<file path="src/rtl/pipe_hazard_ctrl_pkg.sv">
// Shared types for the pipeline hazard controller: forwarding selects,
// controller FSM states and a register-match helper.
package pipe_pkg;

    typedef enum logic [1:0] {
        FWD_RF = 2'b00,
        FWD_W  = 2'b01,
        FWD_M  = 2'b10
    } fwd_sel_e;

    typedef enum logic [1:0] {
        ST_RUN      = 2'b00,
        ST_MEM_WAIT = 2'b01,
        ST_ERR      = 2'b10
    } ctrl_state_e;

    // x0 is hard-wired zero, so it never creates a dependency.
    function automatic logic reg_match(input logic [4:0] rd, input logic [4:0] rs);
        return (rd != 5'd0) && (rd == rs);
    endfunction

endpackage

</file>
<file path="src/rtl/pipe_hazard_ctrl_if.sv">
// Bundle between the pipeline datapath (master) and the hazard controller (slave).
interface pipe_hazard_ctrl_if;
    logic [4:0] rs1_D;
    logic [4:0] rs2_D;
    logic [4:0] rs1_E;
    logic [4:0] rs2_E;
    logic [4:0] rd_E;
    logic [4:0] rd_M;
    logic [4:0] rd_W;
    logic       mem_rd_E;
    logic       reg_wr_M;
    logic       reg_wr_W;
    logic       pc_src_E;
    logic       dmem_req_M;
    logic       dmem_ack;
    logic       stall_F;
    logic       stall_D;
    logic       stall_E;
    logic       stall_M;
    logic       flush_D;
    logic       flush_E;
    logic       flush_W;
    logic [1:0] fwd_a_E;
    logic [1:0] fwd_b_E;
    logic       mem_timeout;
    logic [1:0] ctrl_state;

    modport master (
        output rs1_D, rs2_D, rs1_E, rs2_E, rd_E, rd_M, rd_W,
        output mem_rd_E, reg_wr_M, reg_wr_W, pc_src_E, dmem_req_M, dmem_ack,
        input  stall_F, stall_D, stall_E, stall_M, flush_D, flush_E, flush_W,
        input  fwd_a_E, fwd_b_E, mem_timeout, ctrl_state
    );

    modport slave (
        input  rs1_D, rs2_D, rs1_E, rs2_E, rd_E, rd_M, rd_W,
        input  mem_rd_E, reg_wr_M, reg_wr_W, pc_src_E, dmem_req_M, dmem_ack,
        output stall_F, stall_D, stall_E, stall_M, flush_D, flush_E, flush_W,
        output fwd_a_E, fwd_b_E, mem_timeout, ctrl_state
    );
endinterface

</file>
<file path="src/rtl/pipe_hazard_ctrl_fwd_unit.sv">
// Combinational operand-forwarding select for one execute-stage source register.
module pipe_fwd_unit
    import pipe_pkg::*;
(
    input  logic       reg_wr_M,
    input  logic [4:0] rd_M,
    input  logic       reg_wr_W,
    input  logic [4:0] rd_W,
    input  logic [4:0] rs_E,
    output fwd_sel_e   fwd_sel
);

    // M holds the younger result, so it wins over W.
    always_comb begin
        fwd_sel = FWD_RF;
        if (reg_wr_M && reg_match(rd_M, rs_E)) begin
            fwd_sel = FWD_M;
        end else if (reg_wr_W && reg_match(rd_W, rs_E)) begin
            fwd_sel = FWD_W;
        end
    end

endmodule

</file>
<file path="src/rtl/pipe_hazard_ctrl.sv">
// Pipeline hazard controller: memory-wait FSM with timeout, load-use and
// redirect handling, plus operand forwarding for the execute stage.
module pipe_hazard_ctrl
    import pipe_pkg::*;
#(
    parameter int unsigned TIMEOUT_CYC = 255
) (
    input  logic               clk,
    input  logic               rst_n,
    pipe_hazard_ctrl_if.slave  hz
);

    localparam int unsigned CNT_W = $clog2(TIMEOUT_CYC + 1);
    localparam logic [CNT_W-1:0] CNT_LIMIT = CNT_W'(TIMEOUT_CYC);

    ctrl_state_e      state_q, state_d;
    logic [CNT_W-1:0] cnt_q, cnt_d;
    logic             mem_timeout_q, mem_timeout_d;
    logic             lu_hold_q, lu_hold_d;

    logic mem_pend;
    logic lu_raw;
    logic stall_f, stall_d, stall_e, stall_m;
    logic flush_d, flush_e, flush_w;

    fwd_sel_e fwd_a, fwd_b;

    always_ff @(posedge clk or negedge rst_n) begin
        if (!rst_n) begin
            state_q       <= ST_RUN;
            cnt_q         <= '0;
            mem_timeout_q <= 1'b0;
            lu_hold_q     <= 1'b0;
        end else begin
            state_q       <= state_d;
            cnt_q         <= cnt_d;
            mem_timeout_q <= mem_timeout_d;
            lu_hold_q     <= lu_hold_d;
        end
    end

    always_comb begin
        state_d       = state_q;
        cnt_d         = cnt_q;
        mem_timeout_d = mem_timeout_q;
        lu_hold_d     = 1'b0;
        stall_f       = 1'b0;
        stall_d       = 1'b0;
        stall_e       = 1'b0;
        stall_m       = 1'b0;
        flush_d       = 1'b0;
        flush_e       = 1'b0;
        flush_w       = 1'b0;

        mem_pend = hz.dmem_req_M && !hz.dmem_ack;
        lu_raw   = hz.mem_rd_E &&
                   (reg_match(hz.rd_E, hz.rs1_D) || reg_match(hz.rd_E, hz.rs2_D));

        unique case (state_q)
            ST_RUN: begin
                if (mem_pend) begin
                    state_d = ST_MEM_WAIT;
                    cnt_d   = '0;
                end
            end
            ST_MEM_WAIT: begin
                if (hz.dmem_ack) begin
                    state_d = ST_RUN;
                end else if (cnt_q == CNT_LIMIT) begin
                    state_d       = ST_ERR;
                    mem_timeout_d = 1'b1;
                end else begin
                    cnt_d = cnt_q + 1'b1;
                end
            end
            ST_ERR: begin
                state_d = ST_ERR;
            end
            default: begin
                state_d = ST_RUN;
            end
        endcase

        // lu_hold_q masks the cycle after a load-use bubble so a held
        // instruction pair only stalls once.
        if (state_q == ST_ERR || mem_pend) begin
            stall_f = 1'b1;
            stall_d = 1'b1;
            stall_e = 1'b1;
            stall_m = 1'b1;
            flush_w = 1'b1;
        end else if (state_q == ST_RUN && hz.pc_src_E) begin
            flush_d = 1'b1;
            flush_e = 1'b1;
        end else if (state_q == ST_RUN && lu_raw && !lu_hold_q) begin
            stall_f   = 1'b1;
            stall_d   = 1'b1;
            flush_e   = 1'b1;
            lu_hold_d = 1'b1;
        end
    end

    pipe_fwd_unit u_fwd_a (
        .reg_wr_M (hz.reg_wr_M),
        .rd_M     (hz.rd_M),
        .reg_wr_W (hz.reg_wr_W),
        .rd_W     (hz.rd_W),
        .rs_E     (hz.rs1_E),
        .fwd_sel  (fwd_a)
    );

    pipe_fwd_unit u_fwd_b (
        .reg_wr_M (hz.reg_wr_M),
        .rd_M     (hz.rd_M),
        .reg_wr_W (hz.reg_wr_W),
        .rd_W     (hz.rd_W),
        .rs_E     (hz.rs2_E),
        .fwd_sel  (fwd_b)
    );

    assign hz.stall_F     = stall_f;
    assign hz.stall_D     = stall_d;
    assign hz.stall_E     = stall_e;
    assign hz.stall_M     = stall_m;
    assign hz.flush_D     = flush_d;
    assign hz.flush_E     = flush_e;
    assign hz.flush_W     = flush_w;
    assign hz.fwd_a_E     = fwd_a;
    assign hz.fwd_b_E     = fwd_b;
    assign hz.mem_timeout = mem_timeout_q;
    assign hz.ctrl_state  = state_q;

endmodule

</file>
<file path="src/flat_wrapper.sv">
// flat-port wrapper written by rule: the top's interface ports become plain ports
module pipe_hazard_ctrl_flat import pipe_pkg::*;
#(
    parameter int unsigned TIMEOUT_CYC = 255
)
  (clk, rst_n, hz_rs1_D, hz_rs2_D, hz_rs1_E, hz_rs2_E, hz_rd_E, hz_rd_M, hz_rd_W, hz_mem_rd_E, hz_reg_wr_M, hz_reg_wr_W, hz_pc_src_E, hz_dmem_req_M, hz_dmem_ack, hz_stall_F, hz_stall_D, hz_stall_E, hz_stall_M, hz_flush_D, hz_flush_E, hz_flush_W, hz_fwd_a_E, hz_fwd_b_E, hz_mem_timeout, hz_ctrl_state);
  pipe_hazard_ctrl_if hz_i ();
  input  logic clk;
  input  logic rst_n;
  input wire logic [$bits(hz_i.rs1_D)-1:0] hz_rs1_D;
  input wire logic [$bits(hz_i.rs2_D)-1:0] hz_rs2_D;
  input wire logic [$bits(hz_i.rs1_E)-1:0] hz_rs1_E;
  input wire logic [$bits(hz_i.rs2_E)-1:0] hz_rs2_E;
  input wire logic [$bits(hz_i.rd_E)-1:0] hz_rd_E;
  input wire logic [$bits(hz_i.rd_M)-1:0] hz_rd_M;
  input wire logic [$bits(hz_i.rd_W)-1:0] hz_rd_W;
  input wire logic [$bits(hz_i.mem_rd_E)-1:0] hz_mem_rd_E;
  input wire logic [$bits(hz_i.reg_wr_M)-1:0] hz_reg_wr_M;
  input wire logic [$bits(hz_i.reg_wr_W)-1:0] hz_reg_wr_W;
  input wire logic [$bits(hz_i.pc_src_E)-1:0] hz_pc_src_E;
  input wire logic [$bits(hz_i.dmem_req_M)-1:0] hz_dmem_req_M;
  input wire logic [$bits(hz_i.dmem_ack)-1:0] hz_dmem_ack;
  output wire logic [$bits(hz_i.stall_F)-1:0] hz_stall_F;
  output wire logic [$bits(hz_i.stall_D)-1:0] hz_stall_D;
  output wire logic [$bits(hz_i.stall_E)-1:0] hz_stall_E;
  output wire logic [$bits(hz_i.stall_M)-1:0] hz_stall_M;
  output wire logic [$bits(hz_i.flush_D)-1:0] hz_flush_D;
  output wire logic [$bits(hz_i.flush_E)-1:0] hz_flush_E;
  output wire logic [$bits(hz_i.flush_W)-1:0] hz_flush_W;
  output wire logic [$bits(hz_i.fwd_a_E)-1:0] hz_fwd_a_E;
  output wire logic [$bits(hz_i.fwd_b_E)-1:0] hz_fwd_b_E;
  output wire logic [$bits(hz_i.mem_timeout)-1:0] hz_mem_timeout;
  output wire logic [$bits(hz_i.ctrl_state)-1:0] hz_ctrl_state;
  assign hz_i.rs1_D = hz_rs1_D;
  assign hz_i.rs2_D = hz_rs2_D;
  assign hz_i.rs1_E = hz_rs1_E;
  assign hz_i.rs2_E = hz_rs2_E;
  assign hz_i.rd_E = hz_rd_E;
  assign hz_i.rd_M = hz_rd_M;
  assign hz_i.rd_W = hz_rd_W;
  assign hz_i.mem_rd_E = hz_mem_rd_E;
  assign hz_i.reg_wr_M = hz_reg_wr_M;
  assign hz_i.reg_wr_W = hz_reg_wr_W;
  assign hz_i.pc_src_E = hz_pc_src_E;
  assign hz_i.dmem_req_M = hz_dmem_req_M;
  assign hz_i.dmem_ack = hz_dmem_ack;
  assign hz_stall_F = hz_i.stall_F;
  assign hz_stall_D = hz_i.stall_D;
  assign hz_stall_E = hz_i.stall_E;
  assign hz_stall_M = hz_i.stall_M;
  assign hz_flush_D = hz_i.flush_D;
  assign hz_flush_E = hz_i.flush_E;
  assign hz_flush_W = hz_i.flush_W;
  assign hz_fwd_a_E = hz_i.fwd_a_E;
  assign hz_fwd_b_E = hz_i.fwd_b_E;
  assign hz_mem_timeout = hz_i.mem_timeout;
  assign hz_ctrl_state = hz_i.ctrl_state;
  pipe_hazard_ctrl #(.TIMEOUT_CYC(TIMEOUT_CYC)) u_core (.clk(clk), .rst_n(rst_n), .hz(hz_i));
endmodule
</file>
<file path="config.mk">
export PLATFORM = sky130hd
export DESIGN_NAME = pipe_hazard_ctrl_flat
export DESIGN_NICKNAME = d
export VERILOG_FILES = /design/src/rtl/pipe_hazard_ctrl_pkg.sv /design/src/rtl/pipe_hazard_ctrl_if.sv /design/src/rtl/pipe_hazard_ctrl_fwd_unit.sv /design/src/rtl/pipe_hazard_ctrl.sv /design/src/flat_wrapper.sv
export SDC_FILE = /design/constraint.sdc
export NUM_CORES = 1
export LEC_CHECK = 0
export CAP_MARGIN = 10
export CORE_MARGIN = 8
export CORE_UTILIZATION = 42
export CTS_CLUSTER_DIAMETER = 50
export DETAILED_ROUTE_END_ITERATION = 16
export GPL_TIMING_DRIVEN = 0
export PLACE_DENSITY_LB_ADDON = 0.08
export SYNTH_ARGS = -nofsm -noshare
export SYNTH_HDL_FRONTEND = slang
export SYNTH_SLANG_ARGS = --single-unit
</file>
<file path="constraint.sdc">
create_clock -name clk -period 3.7 [get_ports clk]
set_clock_uncertainty 0.05 [all_clocks]
set_input_delay 0.74 -clock clk [delete_from_list [all_inputs] [get_ports clk]]
set_output_delay 0.74 -clock clk [all_outputs]
set_load 0.02 [all_outputs]
</file>
; Word level (Yosys, flattened, before mapping)
; Index checks and enable logic that the tools add are counted.
[word_totals]
reg_bits = 12
out_inout_bits = 14
wordCells = 67
[op_classes]
bitwise = 1
n_addsub = 1
reduce_logical = 27
mux = 21
eq_ne = 13
[ops]
columns = op, n
row1 = $eq A5 B5 Y1, 6
row2 = $mux W8, 3
row3 = $pmux W8 S2, 1
row4 = $logic_and A1 B1 Y1, 15
row5 = $reduce_bool A5 Y1, 3
row6 = $mux W1, 11
row7 = $mux W2, 5
row8 = $add A8 B1 Y8 const B, 1
row9 = $eq A8 B8 Y1 const B, 1
row10 = $pmux W2 S3, 1
row11 = $ne A2 B2 Y1 const B, 2
row12 = $reduce_and A4 Y1, 1
row13 = $ne A3 B2 Y1 const B, 1
row14 = $reduce_and A3 Y1, 1
row15 = $eq A2 B1 Y1 const B, 1
row16 = $eq A2 B2 Y1 const B, 1
row17 = $logic_not A1 Y1, 2
row18 = $logic_not A2 Y1, 1
row19 = $logic_or A1 B1 Y1, 2
row20 = $ne A2 B1 Y1 const B, 1
row21 = $reduce_and A2 Y1, 1
row22 = $reduce_bool A2 Y1, 1
row23 = $not A1 Y1, 1

; Longest topological paths before layout
; Gate-level depths: netlist of the first run.
[depth]
ltp_word = 9
depth_mapped = 6

; Modules after synthesis
; Synthesis of the first run repeated with hierarchy kept, for this count alone.
[hier_totals]
cells_unflattened = 133
hier_area_um2 = 1131.1
[by_module_without_submodules]
columns = mod, cells_each, area_per_inst_um2, n_inst, seq_area_each_um2
row1 = pipe_hazard_ctrl, 93, 828.3, 1, 300.3
row2 = pipe_fwd_unit, 20, 151.4, 2, 0.0

; Worst setup path before layout of the first run
; OpenSTA, ideal clock, no wires.
[synth_path]
path_kind = in2out
from = input hz_rd_M[1]
to = output hz_fwd_a_E[0]
t_arrival_ns = 2.097
required_ns = 2.910
path_stages = 4
path_slack_ns = 0.813
path_cell_list = or4_1 > o21ai_1 > nor4_1 > nor4_2
[synth_via]
elab_chain_len = 4
elab_cells_between_ends = 5
[synth_rtl]
columns = item, line_no
row1 = "start, declared", flat_wrapper.sv:15  ; input wire logic [$bits(hz_i.rd_M)-1:0] hz_rd_M;
row2 = $eq A5 B5 Y1 or $reduce_bool A5 Y1 (tied branches), pipe_hazard_ctrl_pkg.sv:19  ; return (rd != 5'd0) && (rd == rs);
row3 = $logic_and A1 B1 Y1 (*), pipe_hazard_ctrl_pkg.sv:19
row4 = $logic_and A1 B1 Y1 (*), pipe_hazard_ctrl_fwd_unit.sv:16  ; if (reg_wr_M && reg_match(rd_M, rs_E)) begin
row5 = $mux W2 (*), pipe_hazard_ctrl_fwd_unit.sv:16
row6 = "end, declared", flat_wrapper.sv:30  ; output wire logic [$bits(hz_i.fwd_a_E)-1:0] hz_fwd_a_E;
; Every way passes the cells marked *; elsewhere a longest branch is shown, timed or not.

; Worst setup path in the final report of the first run
[layout_path]
from = input hz_rd_E[2]
to = output hz_stall_F
[layout_via]
elab_chain_len = 9
elab_cells_between_ends = 12
[layout_rtl]
columns = item, line_no
row1 = "start, declared", flat_wrapper.sv:14  ; input wire logic [$bits(hz_i.rd_E)-1:0] hz_rd_E;
row2 = $eq A5 B5 Y1 or $reduce_bool A5 Y1 (tied branches), pipe_hazard_ctrl_pkg.sv:19
row3 = $logic_and A1 B1 Y1, pipe_hazard_ctrl_pkg.sv:19
row4 = $logic_or A1 B1 Y1 (*), pipe_hazard_ctrl.sv:57  ; (reg_match(hz.rd_E, hz.rs1_D) || reg_match(hz.rd_E, hz.rs2_D));
row5 = $logic_and A1 B1 Y1 (*), pipe_hazard_ctrl.sv:56  ; lu_raw = hz.mem_rd_E &&
row6 = $logic_and A1 B1 Y1 (*) (2 in a row), pipe_hazard_ctrl.sv:95  ; end else if (state_q == ST_RUN && lu_raw && !lu_hold_q) begin
row7 = $mux W1 (*), pipe_hazard_ctrl.sv:95
row8 = $mux W1 (*), pipe_hazard_ctrl.sv:92  ; end else if (state_q == ST_RUN && hz.pc_src_E) begin
row9 = $mux W1 (*), pipe_hazard_ctrl.sv:86  ; if (state_q == ST_ERR || mem_pend) begin
row10 = "end, declared", flat_wrapper.sv:23  ; output wire logic [$bits(hz_i.stall_F)-1:0] hz_stall_F;
; Marks and branches as above.

==> results.py, run 1 <==
metrics = {
    "worst_setup_path": {
        "worstPathArrival_ns": 2.71,
        "timing.critical_path.slowest_cell_delay_ns": 0.59,
        "crit_path_max_fanout": 3,
        "endpoint_kind": "output pin",
        "startpoint_type": "primary input",
        "cell_at_the_slowest_stage_of_the_critical_path": "sky130_fd_sc_hd__clkdlybuf4s50_1",
        "worstSetupPathType": "in -> out",
        "crit_path_cells": "clkdlybuf4s50_1 > xor2_1 > nor3_1 > a22oi_1 > o21ai_0 > buf_4 > clkdlybuf4s50_1",
        "critical_path_buf_inv_count": 3,
        "crit_required_ns": 2.91,
        "critical-path-top-delay-family": "buffers and inverters",
        "critPathMostFrequentCell": "sky130_fd_sc_hd__clkdlybuf4s50_1",
    },
    "timing": {
        "fin_tns_setup_ns": 0,
        "grt_setup_unrepaired": "no",
        "hold_viol": 0,
        "layout_worst_path_cycle_share": 0.947,
        "period_needed_ns": 3.50,
        "worst_slew_margin_rel": 0.612,
        "finalSetupViolCount": 0,
        "fmax_mhz": 285,
        "report.final.slew_viol_count": 0,
        "timing_worst_slew_pin_value_ns": 0.577,
        "whs_ns": 0.417,
    },
    "floorplan": {
        "chipWidth_microns": 66.9,
        "initial_utilization": 0.440,
        "num_rows": 18,
        "boundaryPins": 57,
        "core_box_area_sq_um": 2480,
        "die_y_microns": 66.9,
        "area_of_the_die_sq_um": 4480,
    },
    "drt": {
        "drcViolationCount": 0,
        "first_pass_iters": 4,
        "ant_nets": 0,
        "initialDrtViolationCount": 50,
        "wirelength_microns": 3380,
        "vias": 1143,
        "avgViaCountPerCell": 5.34,
        "route.detailed.wl_per_inst_microns": 15.8,
    },
    "placement": {
        "placed_area_sq_um": 1690,
        "dp.cells": 211,
        "place_congestion": 0.890,
        "portbufs": 56,
        "dpl.hpwl_microns": 2780,
    },
    "job": {
        "maxCapViolations": 0,
    },
    "final_layout": {
        "most-common-layout-cells": "54 x sky130_fd_sc_hd__clkdlybuf4s50_1, 24 x sky130_fd_sc_hd__xor2_1, 12 x sky130_fd_sc_hd__dfrtp_1",
        "layout.cells.non_filler": 214,
        "post_route_design_area_sq_um": 1710,
        "final_net_count": 230,
        "layout-drive-gt1-share": 0.0652,
        "layout_commonest_cell": "sky130_fd_sc_hd__clkdlybuf4s50_1",
        "flow.area_growth_from_synthesis_pct": 56.7,
        "antenna-diode-count": 0,
    },
    "yosys": {
        "synth_top_family_by_area": "simple AND/OR/NAND/NOR gates",
        "yosysWarnings": 0,
        "post_synth_num_cell_types": 37,
        "compound_gate_portion_of_the_synthesized_area": 0.122,
        "post_synthesis_cell_count": 125,
        "synth_area_per_cell_sq_um": 8.72,
        "synth-edff-count": 0,
        "synth-seq-cells": 12,
        "ys_seq_area_frac": 0.276,
        "syn-num-nets": 169,
        "share_of_async_settable_or_async_resettable_flops_after_synthesis": 1.00,
        "yosys.area_share.xor_xnor": 0.241,
        "syn-cell-area_sq_um": 1090,
        "synthSimpleGateAreaFrac": 0.276,
        "dominantRegCellSynth": "sky130_fd_sc_hd__dfrtp_1",
        "synth-adder-area-share": 0.0115,
        "synth.mux.area_fraction": 0.0321,
    },
    "global_route": {
        "initial_antenna_violation_count": 0,
        "grt_overflow_total": 0,
        "number_of_global_route_vias_before_repair": 1172,
        "grt_max_degree": 13,
        "grt_pass1_wl_microns": 5430,
        "grt_use_total": 0.153,
    },
    "clock_tree": {
        "clock_latency_ns": 0.27,
        "clock-root-buffer": "sky130_fd_sc_hd__clkbuf_4",
        "post-cts-setup-buffers": 0,
        "buffer_levels_on_the_longest_clock_path": 2,
        "cts_hold_repair.buffers": 0,
        "clk_pin_slew_ns": 0.07,
        "cts.repair.resized": 2,
        "cts-buffers-inserted": 3,
        "clock-sinks": 12,
        "htree_num_levels": 1,
        "cts_tree": "done",
    },
    "min_path": {
        "hold_path.class": "reg -> reg",
    },
    "power_and_ir_drop": {
        "leakage_uw": 0.000698,
        "power_density_nw_per_um2": 220,
        "irDropWorstVdd_v": 0.000230,
    },
    "run_status": {
        "run_status": "finished clean",
    },
}
-- path summary, 6_finish.rpt --
| kind | startpoint | endpoint | slack, ns | cells after the start |
|---|---|---|---|---|
| max reg2reg | u_core.cnt_q[0] | u_core.cnt_q[7] | 1.92 | 6 |
| min in group asynchronous | rst_n | u_core.hz.mem_timeout | 0.76 | 1 |
| min reg2reg | u_core.hz.mem_timeout | u_core.hz.mem_timeout | 0.42 | 1 |
| max in group asynchronous | rst_n | u_core.cnt_q[5] | 2.48 | 1 |
| max | hz_rd_E[2] | hz_stall_F | 0.20 | 7 |
| min | u_core.hz.mem_timeout | u_core.hz.mem_timeout | 0.42 | 1 |
-- sequential cells by signal (all words and copies together), names as in the netlist --
name / cells
u_core.hz.mem_timeout: 1
u_core.hz.ctrl_state: 2
u_core.cnt_q: 8
u_core.lu_hold_q: 1
-- synthesized netlist by cell type (3+ instances only) --
master,instances,area [sq um]
sky130_fd_sc_hd__inv_1,4,15.0
sky130_fd_sc_hd__o21ai_1,3,15.0
sky130_fd_sc_hd__nor3_1,6,30.0
sky130_fd_sc_hd__nand2_1,8,30.0
sky130_fd_sc_hd__nor4_1,3,18.8
sky130_fd_sc_hd__nand3_1,4,20.0
sky130_fd_sc_hd__buf_4,3,22.5
sky130_fd_sc_hd__o31ai_1,3,22.5
sky130_fd_sc_hd__a21oi_1,4,20.0
sky130_fd_sc_hd__nor2_1,6,22.5
sky130_fd_sc_hd__xor2_1,24,210
sky130_fd_sc_hd__xnor2_1,6,52.6
sky130_fd_sc_hd__or4_1,7,52.6
sky130_fd_sc_hd__dfrtp_1,12,300
sky130_fd_sc_hd__nand2b_1,5,31.3
-- cell families (layout without fill, tap and decap cells) --
family | count (synthesis) | after routing
compound gates | 20 | 20
xor+xnor | 30 | 30
fa+ha+maj | 1 | 1
buf+inv | 9 | 68
flops | 12 | 12
mux | 3 | 3
simple gates | 50 | 50
-- layer usage --
metal | wire length [microns] | part of all wire | track usage
met2 | 1570 | 0.47 | 0.258
met5 | 0 | 0 | 0
met3 | 300 | 0.089 | 0.0285
met4 | 53 | 0.016 | 0.0783
met1 | 1450 | 0.43 | 0.181
-- through the flow --
stage,utilization,power [uW],setup slack (ns)
after floorplan,-,215,0.813
after global placement,0.681,294,-0.0306
after detailed placement,0.681,299,-0.0585
after CTS,0.689,382,0.170
after global routing,0.689,397,0.0173
final,0.689,376,0.197
-- report_power, final --
| part | switching, uW | internal [uW] |
|---|---|---|
| clock network | 42.4 | 37.7 |
| logic | 63.9 | 85.2 |
| registers | 8.37 | 139 |
| total | 115 | 262 |
-- area by class of cell --
| cell class | instances | area (sq um) |
|---|---|---|
| well taps | 30 | 37.5 |
| fillers | 218 | 769 |
| inverters | 4 | 15.0 |
| clock buffers | 3 | 22.5 |
| repair buffers | 56 | 558 |
| plain buffers | 5 | 31.3 |
| multi-input cells | 104 | 743 |
| flip-flops and latches | 12 | 300 |
(Power assumes the default switching activity.)
==> run 2: changes to the inputs <==
Settings changed: CELL_PAD_IN_SITES_DETAIL_PLACEMENT set to 1, CELL_PAD_IN_SITES_GLOBAL_PLACEMENT set to 2, CORE_UTILIZATION 42 to 23.
==> results.py, run 2 (synthesis results as in run 1) <==
metrics = {
    "global_route": {
        "grt_overflow_total": 0,
        "number_of_global_route_vias_before_repair": 1269,
        "grt_pass1_wl_microns": 6650,
        "grt_use_met3": 0.0164,
        "global_route.peak_usage_layer": "met2",
        "globalRouteMet2Util": 0.203,
        "grt_max_degree": 13,
        "gr-usage-met1": 0.133,
        "grt_use_total": 0.115,
        "initial_antenna_violation_count": 0,
    },
    "timing": {
        "timing_worst_slew_pin_value_ns": 0.650,
        "fmax_mhz": 282,
        "grt_setup_unrepaired": "no",
        "worst_slew_margin_rel": 0.563,
        "layout_worst_path_cycle_share": 0.958,
        "report.final.slew_viol_count": 0,
        "whs_ns": 0.430,
        "hold_viol": 0,
        "setup_slack_ns": 0.155,
        "finalSetupViolCount": 0,
        "period_needed_ns": 3.54,
    },
    "power_and_ir_drop": {
        "irDropWorstVdd_v": 0.000252,
        "leakage_uw": 0.000712,
        "power_density_nw_per_um2": 255,
        "fin_total_pwr_uw": 452,
    },
    "worst_setup_path": {
        "crit_required_ns": 2.91,
        "endpoint_kind": "output pin",
        "worstPathArrival_ns": 2.75,
        "worstSetupPathType": "in -> out",
        "r2r_setup_slack_ns": 1.88,
        "crit_path_max_fanout": 3,
        "startpoint_type": "primary input",
        "r2r_cells": 6,
    },
    "clock_tree": {
        "clk_pin_slew_ns": 0.06,
        "cts_tree": "done",
        "clock_latency_ns": 0.25,
        "clock-sinks": 12,
        "clock-root-buffer": "sky130_fd_sc_hd__clkbuf_8",
        "buffer_levels_on_the_longest_clock_path": 2,
        "cts_hold_repair.buffers": 0,
        "htree_num_levels": 1,
        "cts-buffers-inserted": 3,
    },
    "floorplan": {
        "core_box_area_sq_um": 4660,
        "boundaryPins": 57,
        "area_of_the_die_sq_um": 7200,
        "num_rows": 25,
        "initial_utilization": 0.234,
        "chipWidth_microns": 84.8,
        "die_y_microns": 84.8,
    },
    "final_layout": {
        "largest_register_ffs": 8,
        "layout-drive-gt1-share": 0.0703,
        "flow.area_growth_from_synthesis_pct": 62.5,
        "final_net_count": 230,
        "layout_commonest_cell": "sky130_fd_sc_hd__clkdlybuf4s50_1",
        "antenna-diode-count": 0,
        "post_route_design_area_sq_um": 1770,
        "layout.cells.non_filler": 239,
        "most-common-layout-cells": "54 x sky130_fd_sc_hd__clkdlybuf4s50_1, 24 x sky130_fd_sc_hd__xor2_1, 12 x sky130_fd_sc_hd__dfrtp_1",
        "max_flop_register": "u_core.cnt_q",
    },
    "placement": {
        "dpl.hpwl_microns": 3390,
        "place_congestion": 0.801,
        "dp.cells": 235,
        "detailedPlace.worstSlack_ns": -0.125,
        "placed_area_sq_um": 1720,
        "portbufs": 56,
    },
    "drt": {
        "initialDrtViolationCount": 18,
        "vias": 1156,
        "avgViaCountPerCell": 4.84,
        "wirelength_microns": 4120,
        "route.detailed.wl_per_inst_microns": 17.2,
        "drcViolationCount": 0,
        "first_pass_iters": 4,
        "ant_nets": 0,
    },
    "min_path": {
        "hold_depth": 1,
        "hold_path.class": "reg -> reg",
    },
    "job": {
        "maxCapViolations": 0,
    },
    "run_status": {
        "run_status": "finished clean",
    },
}
[run 2: final timing paths]
path	from	end
worst max-delay path	hz_rd_M[0]	hz_fwd_a_E[1]
worst min-delay path	u_core.hz.mem_timeout	u_core.hz.mem_timeout
worst max register to register	u_core.cnt_q[0]	u_core.cnt_q[7]
worst min register to register	u_core.hz.mem_timeout	u_core.hz.mem_timeout
max in group asynchronous	rst_n	u_core.cnt_q[6]
min in group asynchronous	rst_n	u_core.cnt_q[0]
[run 2: timing repair]
| action | 4_1_cts | 5_1_grt |
|---|---|---|
| endpoints found under the setup margin | 2 | 1 |
| setup buffers | 0 | 0 |
| gates resized for setup | 2 | 1 |
[run 2: cell type report]
class                   count  area [sq um]
flip-flops and latches     12           300
multi-input cells         104           743
fillers                   541          2890
plain buffers               5          31.3
repair buffers             56           558
clock buffers               4          55.1
inverters                   4          15.0
well taps                  54          67.6
[run 2: report_power, final]
group | total [uW] | leakage (uW) | switching, uW | internal (uW)
clock | 150 | 0.0000288 | 55.2 | 94.4
combinational | 153 | 0.000520 | 67.5 | 85.4
sequential | 149 | 0.000164 | 10.1 | 139
[run 2: critical path, stage by stage]
cell	delay (ns)
sky130_fd_sc_hd__clkdlybuf4s50_1	0.56
sky130_fd_sc_hd__or4_1	0.15
sky130_fd_sc_hd__o21ai_1	0.08
sky130_fd_sc_hd__nor4_1	0.51
sky130_fd_sc_hd__clkdlybuf4s50_1	0.71
[run 2: stage by stage]
step	TNS, ns	util
after global routing	0	0.380
after CTS	0	0.380
after global placement	-0.184	0.369
final	0	0.380
after detailed placement	-0.233	0.369
after floorplan	0	-
[run 2: routing by layer]
layer / share of wire / wire, microns
met5: 0 / 0
met3: 0.031 / 127
met1: 0.45 / 1840
met2: 0.50 / 2070
met4: 0.018 / 75
